### src/rtl/lab1_led_logic.sv
// Board demo: two synchronized keys drive six logic-function LEDs and a
// 4-bit count of key[1] presses. Every LED bit comes straight from a flop.
module lab1_led_logic #(
  parameter int unsigned SYNC_STAGES = 2
) (
  input  logic       clk,
  input  logic       rst_n,
  input  logic [1:0] key,
  output logic [9:0] led
);

  localparam int unsigned KEY_W = 2;
  localparam int unsigned LOG_W = 6;
  localparam int unsigned CNT_W = 4;

  logic [KEY_W-1:0] sync_q [SYNC_STAGES];
  logic [KEY_W-1:0] ks;
  logic             ks1_d;
  logic             rise_c;
  logic [LOG_W-1:0] logic_c;

  assign ks     = sync_q[SYNC_STAGES-1];
  assign rise_c = ks[1] & ~ks1_d;

  // Basic gate functions of the synchronized keys, MSB first: NOR NAND XOR NOT OR AND
  always_comb begin
    logic_c = '0;
    logic_c = {~(ks[0] | ks[1]),
               ~(ks[0] & ks[1]),
               ks[0] ^ ks[1],
               ~ks[0],
               ks[0] | ks[1],
               ks[0] & ks[1]};
  end

  always_ff @(posedge clk) begin
    if (!rst_n) begin
      for (int unsigned i = 0; i < SYNC_STAGES; i++) begin
        sync_q[i] <= '0;
      end
      ks1_d <= 1'b0;
      led   <= '0;
    end else begin
      sync_q[0] <= key;
      for (int unsigned i = 1; i < SYNC_STAGES; i++) begin
        sync_q[i] <= sync_q[i-1];
      end
      ks1_d              <= ks[1];
      led[LOG_W-1:0]     <= logic_c;
      // Count lands on the same edge as the logic update for the same ks sample
      if (rise_c) begin
        led[9:LOG_W] <= led[9:LOG_W] + CNT_W'(1);
      end
    end
  end

endmodule

### config.mk
export PLATFORM = sky130hd
export DESIGN_NAME = lab1_led_logic
export DESIGN_NICKNAME = d
export VERILOG_FILES = /design/src/rtl/lab1_led_logic.sv
export SDC_FILE = /design/constraint.sdc
export NUM_CORES = 1
export LEC_CHECK = 0
export BUFFER_PORTS_ARGS = -buffer_cell sky130_fd_sc_hd__buf_2
export CAP_MARGIN = 20
export CORE_AREA = 2 2 39 41
export DETAILED_ROUTE_END_ITERATION = 12
export DIE_AREA = 0 0 41 43
export PLACE_DENSITY = 0.58
export REMOVE_ABC_BUFFERS = 1
export SKIP_CTS_REPAIR_TIMING = 1
export SYNTH_ARGS = -nofsm -noshare
export SYNTH_HDL_FRONTEND = slang
export SYNTH_SLANG_ARGS = --single-unit
### constraint.sdc
create_clock -name clk -period 1.1 [get_ports clk]
set_input_delay 0.165 -clock clk [delete_from_list [all_inputs] [get_ports clk]]
set_output_delay 0.165 -clock clk [all_outputs]
set_load 0.02 [all_outputs]
# ---- After elaboration in Yosys (flattened, before gate mapping)
# Memory sizes are Yosys's and may differ from the RTL's.
# Index checks and enable logic that the tools add are counted.
dict set report word_totals {
  out_inout_bits 10
  ff_bits 11
  memories 1
  ram_bits 4
  wordCells 19
}
dict set report op_classes {
  bitwise 10
  mux 4
  addsub 1
}
# name depth word_bits rd rd_clocked_by_memory_dff wr line_no
set memory_table {}
lappend memory_table {sync_q 2 2 2 0 2 16} ;# logic [KEY_W-1:0] sync_q [SYNC_STAGES];
# cell n
set ops {}
lappend ops {{$add 4x1->4 const B} 1}
lappend ops {{$mux 2} 2}
lappend ops {{$not 1->1} 4}
lappend ops {{$or 1x1->1} 3}
lappend ops {{$and 1x1->1} 2}
lappend ops {{$mux 1} 2}
lappend ops {{$xor 1x1->1} 1}

# ---- Longest topological paths before layout
# Gate-level depths: netlist of the first run.
dict set report depth {
  depth_word 2
  mapped_depth 4
  depth_no_buf 4
}

# ---- Worst setup path after synthesis of the first run
# OpenSTA, ideal clock, no wires.
dict set report synth_path {
  kind {register to register}
  startpoint {reg led[6]}
  endpoint {reg led[8]}
  path_buffers 0
  arrival_time_ns 1.000
  setup_ns 0.115
  stages_incl_launch_ff 5
  path_slack_ns -0.015
  path_cell_list {dfxtp_1 > ha_1 > nand3b_1 > xnor2_1 > and2_1}
}
dict set report synth_between {
  elab_chain_cells 1
}
# element line_no
set synth_lines {}
lappend synth_lines {{from (decl)} 9} ;# output logic [9:0] led
lappend synth_lines {{from (signal, indexed assignment)} 49} ;# led[LOG_W-1:0] <= logic_c;
lappend synth_lines {{from (signal, indexed assignment)} 52} ;# led[9:LOG_W] <= led[9:LOG_W] + CNT_W'(1);
lappend synth_lines {{$add 4x1->4} 52}
# Every way passes these cells.
# A chain may end at the register's enable or synchronous reset.

# ---- Final worst setup path of the first run
dict set report layout_path {
  startpoint {reg led[6]}
  endpoint {out led[6]}
}
# No word-level cell between the ends.

==> run_results.csv, run 1 <==
group,metric,value,unit
global_routing,grt_first_pass_wirelength,1100,um
finish,fin_util,0.446,
worst_setup_path,crit_fanout,4,
place,placed_cells,72,
global_routing,grt_max_degree,17,
flow_run,maxCapViolations,0,
finish,final_cell_count_no_fill,76,
global_routing,grt_pass1_vias,262,
worst_setup_path,crit_type,"register to output port",
sta,finalCritPeriodShare,0.923,
worst_setup_path,worstSetupEndpointType,"output port",
detailed_routing,vias,321,
global_routing,grt.overflow.total,0,
sta,finalSetupViolCount,0,
cts,cts_tree,"done",
detailed_routing,post_drt_via_cell_ratio,4.22,
die,design.core.area,1380,sq um
worst_setup_path,cp_num_buf_inv,1,
detailed_routing,first_iter_violations,1,
global_routing,antenna_found_initial,0,
hold_path,hold_path.class,"input port to register",
worst_setup_path,crit_family,"flip-flops",
detailed_routing,wl_per_cell,8.79,um
yosys,synthCells,44,
sta,skew,0.00252,ns
detailed_routing,antenna_left,0,
die,die_x,41,um
sta,period_needed,1.01,ns
worst_setup_path,required,0.94,ns
place,gp_congestion,0.589,
yosys,synth_seq_cells,15,
sta,hold_viol,0,
finish,drive_gt1_frac,0.317,
worst_setup_path,worstSetupStartpointType,"register",
cts,clkTransAtPathRegs,0.09,ns
place,portBuffers,13,
cts,cts-htree-levels,1,
finish,n_fill_cell,142,
run_status,outcome,"completed",
finish,area_delta_synth_final,21.4,%
detailed_routing,drc,0,
yosys,synth_area_per_cell,11.5,sq um
yosys,yosys.cell_types.count,15,
die,die-height,43,um
die,io_pins,14,
worst_setup_path,crit_slowest_cell,"dfxtp_1",
power_and_ir_drop,p_leak,0.305,nW
die,start_util,0.367,
finish,final_area,617,sq um
cts,cts_made_buffers,3,
cts,cts_root_buffer,"clkbuf_4",
worst_setup_path,path_cells,"buf_2",
die,die_area,1760,sq um
power_and_ir_drop,power_density,1530,nW/um^2
yosys,ys_seq_area_frac,0.591,
finish,diodes,0,
worst_setup_path,arrival,0.85,ns
yosys,yosys_warnings,0,
global_routing,grtUsageTotal,0.102,
sta,rsz0062_at_grt,"false",
finish,final_nets,68,
sta,slew_violations,0,
detailed_routing,routed_wl,668,um
detailed_routing,dr.pass1.iters,2,
sta,tightest_slew,0.202,ns
die,rows,14,
cts,clk_latency,0.28,ns
sta,max_freq,985,MHz
yosys,synth_area,508,sq um
cts,cts.path.max_buffers,2,
sta,final.setup.tns,0,ns
sta,relSlewSlack,0.865,
cts,clock-sinks,15,
power_and_ir_drop,peakVddDrop,0.734,mV
power_and_ir_drop,p_total,0.944,mW
place,post_dp_cell_area,589,sq um
worst_setup_path,worst_path_largest_cell_delay,0.39,ns
-- kinds of logic (layout without fill, tap and decap cells) --
| family | after synthesis | count (layout) | synth area share |
|---|---|---|---|
| fa+ha+maj | 3 | 3 | 0.0739 |
| flops | 15 | 15 | 0.591 |
| mux | 2 | 2 | 0.0394 |
| buf+inv | 3 | 19 | 0.0222 |
| xor+xnor | 2 | 2 | 0.0345 |
| simple gates | 19 | 19 | 0.239 |
-- worst paths after layout --
kind | start | endpoint | slack, ns | cells past startpoint
min reg2reg | sync_q[0][0]$_SDFF_PN0_ | sync_q[0][2]$_SDFF_PN0_ | 0.44 | 1
max | led[6]$_SDFFE_PN0P_ | led[6] | 0.09 | 1
max reg2reg | led[6]$_SDFFE_PN0P_ | led[8]$_SDFFE_PN0P_ | 0.09 | 4
min | key[1] | sync_q[0][1]$_SDFF_PN0_ | 0.08 | 2
-- power breakdown --
part / total [mW] / internal [mW] / switching (mW)
registers: 0.573 / 0.564 / 0.00880
logic: 0.0682 / 0.0301 / 0.0381
clock network: 0.303 / 0.135 / 0.168
-- state kept, by name (all words and copies together) (netlist names) --
name,cells
sync_q,4
ks1_d,1
led,10
-- cells in the mapped netlist (all sizes together) --
| cell type | count | share of area |
|---|---|---|
| nor2b | 4 | 0.049 |
| mux2i | 2 | 0.039 |
| nand3b | 1 | 0.015 |
| xnor2 | 1 | 0.017 |
| and2 | 10 | 0.13 |
| nand2b | 1 | 0.012 |
| dfxtp | 15 | 0.59 |
| nand2 | 1 | 0.0074 |
| ha | 3 | 0.074 |
| nand4 | 1 | 0.012 |
| and2b | 1 | 0.017 |
| xor2 | 1 | 0.017 |
| inv | 2 | 0.015 |
| clkbuf | 1 | 0.0074 |
-- routing by layer --
metal | GRT usage | part of all wire
met1 | 0.126 | 0.50
met2 | 0.113 | 0.40
met3 | 0.0785 | 0.076
met4 | 0.0800 | 0.018
met5 | 0 | 0
-- layout make-up --
class | count | area, sq um | area share
well taps | 16 | 20.0 | 0.0325
inverters | 2 | 7.51 | 0.0122
clock buffers | 3 | 22.5 | 0.0365
multi-input cells | 26 | 196 | 0.318
clock inverters | 1 | 5.00 | 0.00811
repair buffers | 13 | 65.1 | 0.105
flip-flops and latches | 15 | 300 | 0.487
-- through the flow --
step                hold slack (ns)  setup WS, ns
CTS                          0.0692        0.0655
finish                       0.0795        0.0851
global placement              0.364         0.124
floorplan                     0.287       -0.0150
global route                 0.0620        0.0284
detailed placement            0.368        0.0895
-- cell usage in the layout, fill, tap and decap left out, drive strengths merged --
master	Yosys	layout
and2	10	10
and2b	1	1
buf	0	13
clkbuf	1	3
clkinv	0	1
dfxtp	15	15
ha	3	3
inv	2	2
mux2i	2	2
nand2	1	1
nand2b	1	1
nand3b	1	1
nand4	1	1
nor2b	4	4
xnor2	1	1
xor2	1	1
(Power assumes the default switching activity.)
==> inputs of run 2 (changes only) <==
==> constraint.sdc (replaced) <==
create_clock -name clk -period 1.1 [get_ports clk]
set_input_delay 0.22 -clock clk [delete_from_list [all_inputs] [get_ports clk]]
set_output_delay 0.22 -clock clk [all_outputs]
set_load 0.02 [all_outputs]
==> run 2 against run 1 <==
  * Worst hold slack improved by 0.055 ns
  * Final cell count unchanged
  * Die area unchanged
  * Critical path type unchanged
==> run_results.csv, run 2 (synthesized netlist as in run 1, its figures left out) <==
group,metric,value,unit
run_status,outcome,"completed",
die,design.core.area,1380,sq um
worst_setup_path,worstSetupEndpointType,"output port",
worst_setup_path,crit_path_start,"led[7]$_SDFFE_PN0P_",
sta,rsz0062_at_grt,"false",
finish,area_delta_synth_final,22.4,%
place,post_dp_cell_area,589,sq um
sta,finalSetupViolCount,0,
place,gp_congestion,0.589,
finish,largest_reg_flops,10,
power_and_ir_drop,peakVddDrop,0.733,mV
die,die-height,43,um
hold_path,hold_path.class,"input port to register",
cts,cts-htree-levels,1,
cts,clk_latency,0.28,ns
sta,relSlewSlack,0.866,
die,die_x,41,um
cts,cts_tree,"done",
detailed_routing,routed_wl,668,um
flow_run,maxCapViolations,0,
sta,slew_violations,0,
die,io_pins,14,
finish,final_common_cell,"dfxtp_1",
power_and_ir_drop,power_density,1520,nW/um^2
cts,cts_made_buffers,3,
cts,clkTransAtPathRegs,0.09,ns
cts,cts.path.max_buffers,2,
detailed_routing,antenna_left,0,
die,rows,14,
worst_setup_path,worst_path_largest_cell_delay,0.39,ns
global_routing,grtUsageTotal,0.102,
detailed_routing,drc,0,
cts,clock-sinks,15,
detailed_routing,wl_per_cell,8.79,um
global_routing,grt.overflow.total,0,
detailed_routing,post_drt_via_cell_ratio,4.22,
detailed_routing,vias,321,
worst_setup_path,crit_family,"flip-flops",
worst_setup_path,path_cells,"buf_4",
worst_setup_path,worst-r2r-cell-count,4,
power_and_ir_drop,p_leak,0.306,nW
sta,tightest_slew,0.202,ns
sta,final.setup.tns,0,ns
worst_setup_path,crit_slowest_cell,"dfxtp_1",
die,die_area,1760,sq um
worst_setup_path,worstSetupStartpointType,"register",
worst_setup_path,cp_num_buf_inv,1,
global_routing,grt_pass1_vias,262,
detailed_routing,dr.pass1.iters,2,
worst_setup_path,crit_type,"register to output port",
worst_setup_path,arrival,0.83,ns
global_routing,antenna_found_initial,0,
finish,top_register,"led",
sta,holdWs,0.135,ns
worst_setup_path,crit_fanout,4,
finish,diodes,0,
power_and_ir_drop,p_total,0.945,mW
sta,max_freq,953,MHz
finish,final_nets,68,
global_routing,grt_first_pass_wirelength,1100,um
sta,finalCritPeriodShare,0.954,
die,start_util,0.367,
finish,final_area,622,sq um
worst_setup_path,required,0.88,ns
sta,skew,0.00236,ns
sta,period_needed,1.05,ns
detailed_routing,first_iter_violations,1,
worst_setup_path,rrSetupSlack,0.09,ns
global_routing,grt_max_degree,17,
worst_setup_path,worstReg2RegEnd,"led[8]$_SDFFE_PN0P_",
finish,drive_gt1_frac,0.350,
cts,cts_root_buffer,"clkbuf_4",
finish,final_cell_mix,"dfxtp_1 (13), buf_2 (12), and2_1 (9), nor2b_1 (4)",
finish,reg_top3,"led x10, sync_q x4, ks1_d x1",
worst_setup_path,setup.worst_path.end,"led[7]",
worst_setup_path,path_depth,1,
worst_setup_path,rr_startpoint,"led[7]$_SDFFE_PN0P_",
sta,hold_viol,0,
place,portBuffers,13,
-- run 2: report_power, final --
part	leakage (nW)	switching, mW	total [mW]	internal (mW)
Clock	0.0177	0.168	0.302	0.135
Sequential	0.124	0.00884	0.574	0.565
Combinational	0.164	0.0381	0.0686	0.0305
Total	0.306	0.215	0.945	0.730
-- run 2: area by class of cell --
type,count,area [sq um]
Clock buffer,3,22.5
Inverter,2,7.51
Fill cell,146,762
Timing Repair Buffer,13,67.6
Tap cell,16,20.0
Sequential cell,15,303
Multi-Input combinational cell,26,196
Clock inverter,1,5.00
-- run 2: stage by stage --
stage	util	worst slack [ns]	std cells
finish	0.449	0.0503	76
global route	0.449	0.00194	76
CTS	0.446	0.0105	76
detailed placement	0.426	0.0895	72
global placement	0.426	0.124	72
floorplan	-	-0.0150	43
-- run 2: layer usage --
layer | global-route usage | share of wire | vias up
li1 | - | - | 170
met5 | 0 | 0 | -
met4 | 0.0800 | 0.018 | 0
met1 | 0.126 | 0.50 | 137
met3 | 0.0785 | 0.075 | 2
met2 | 0.113 | 0.40 | 12
-- run 2: how the worst min path moves through the flow --
stage / start / end / cells after the start
after global placement: sync_q[0][1]$_SDFF_PN0_ / sync_q[0][3]$_SDFF_PN0_ / 1
final: key[1] / sync_q[0][1]$_SDFF_PN0_ / 2
after global routing: key[1] / sync_q[0][1]$_SDFF_PN0_ / 2
after CTS: key[1] / sync_q[0][1]$_SDFF_PN0_ / 2
after floorplan: rst_n / led[3]$_SDFF_PN0_ / 1
after detailed placement: sync_q[0][0]$_SDFF_PN0_ / sync_q[0][2]$_SDFF_PN0_ / 1
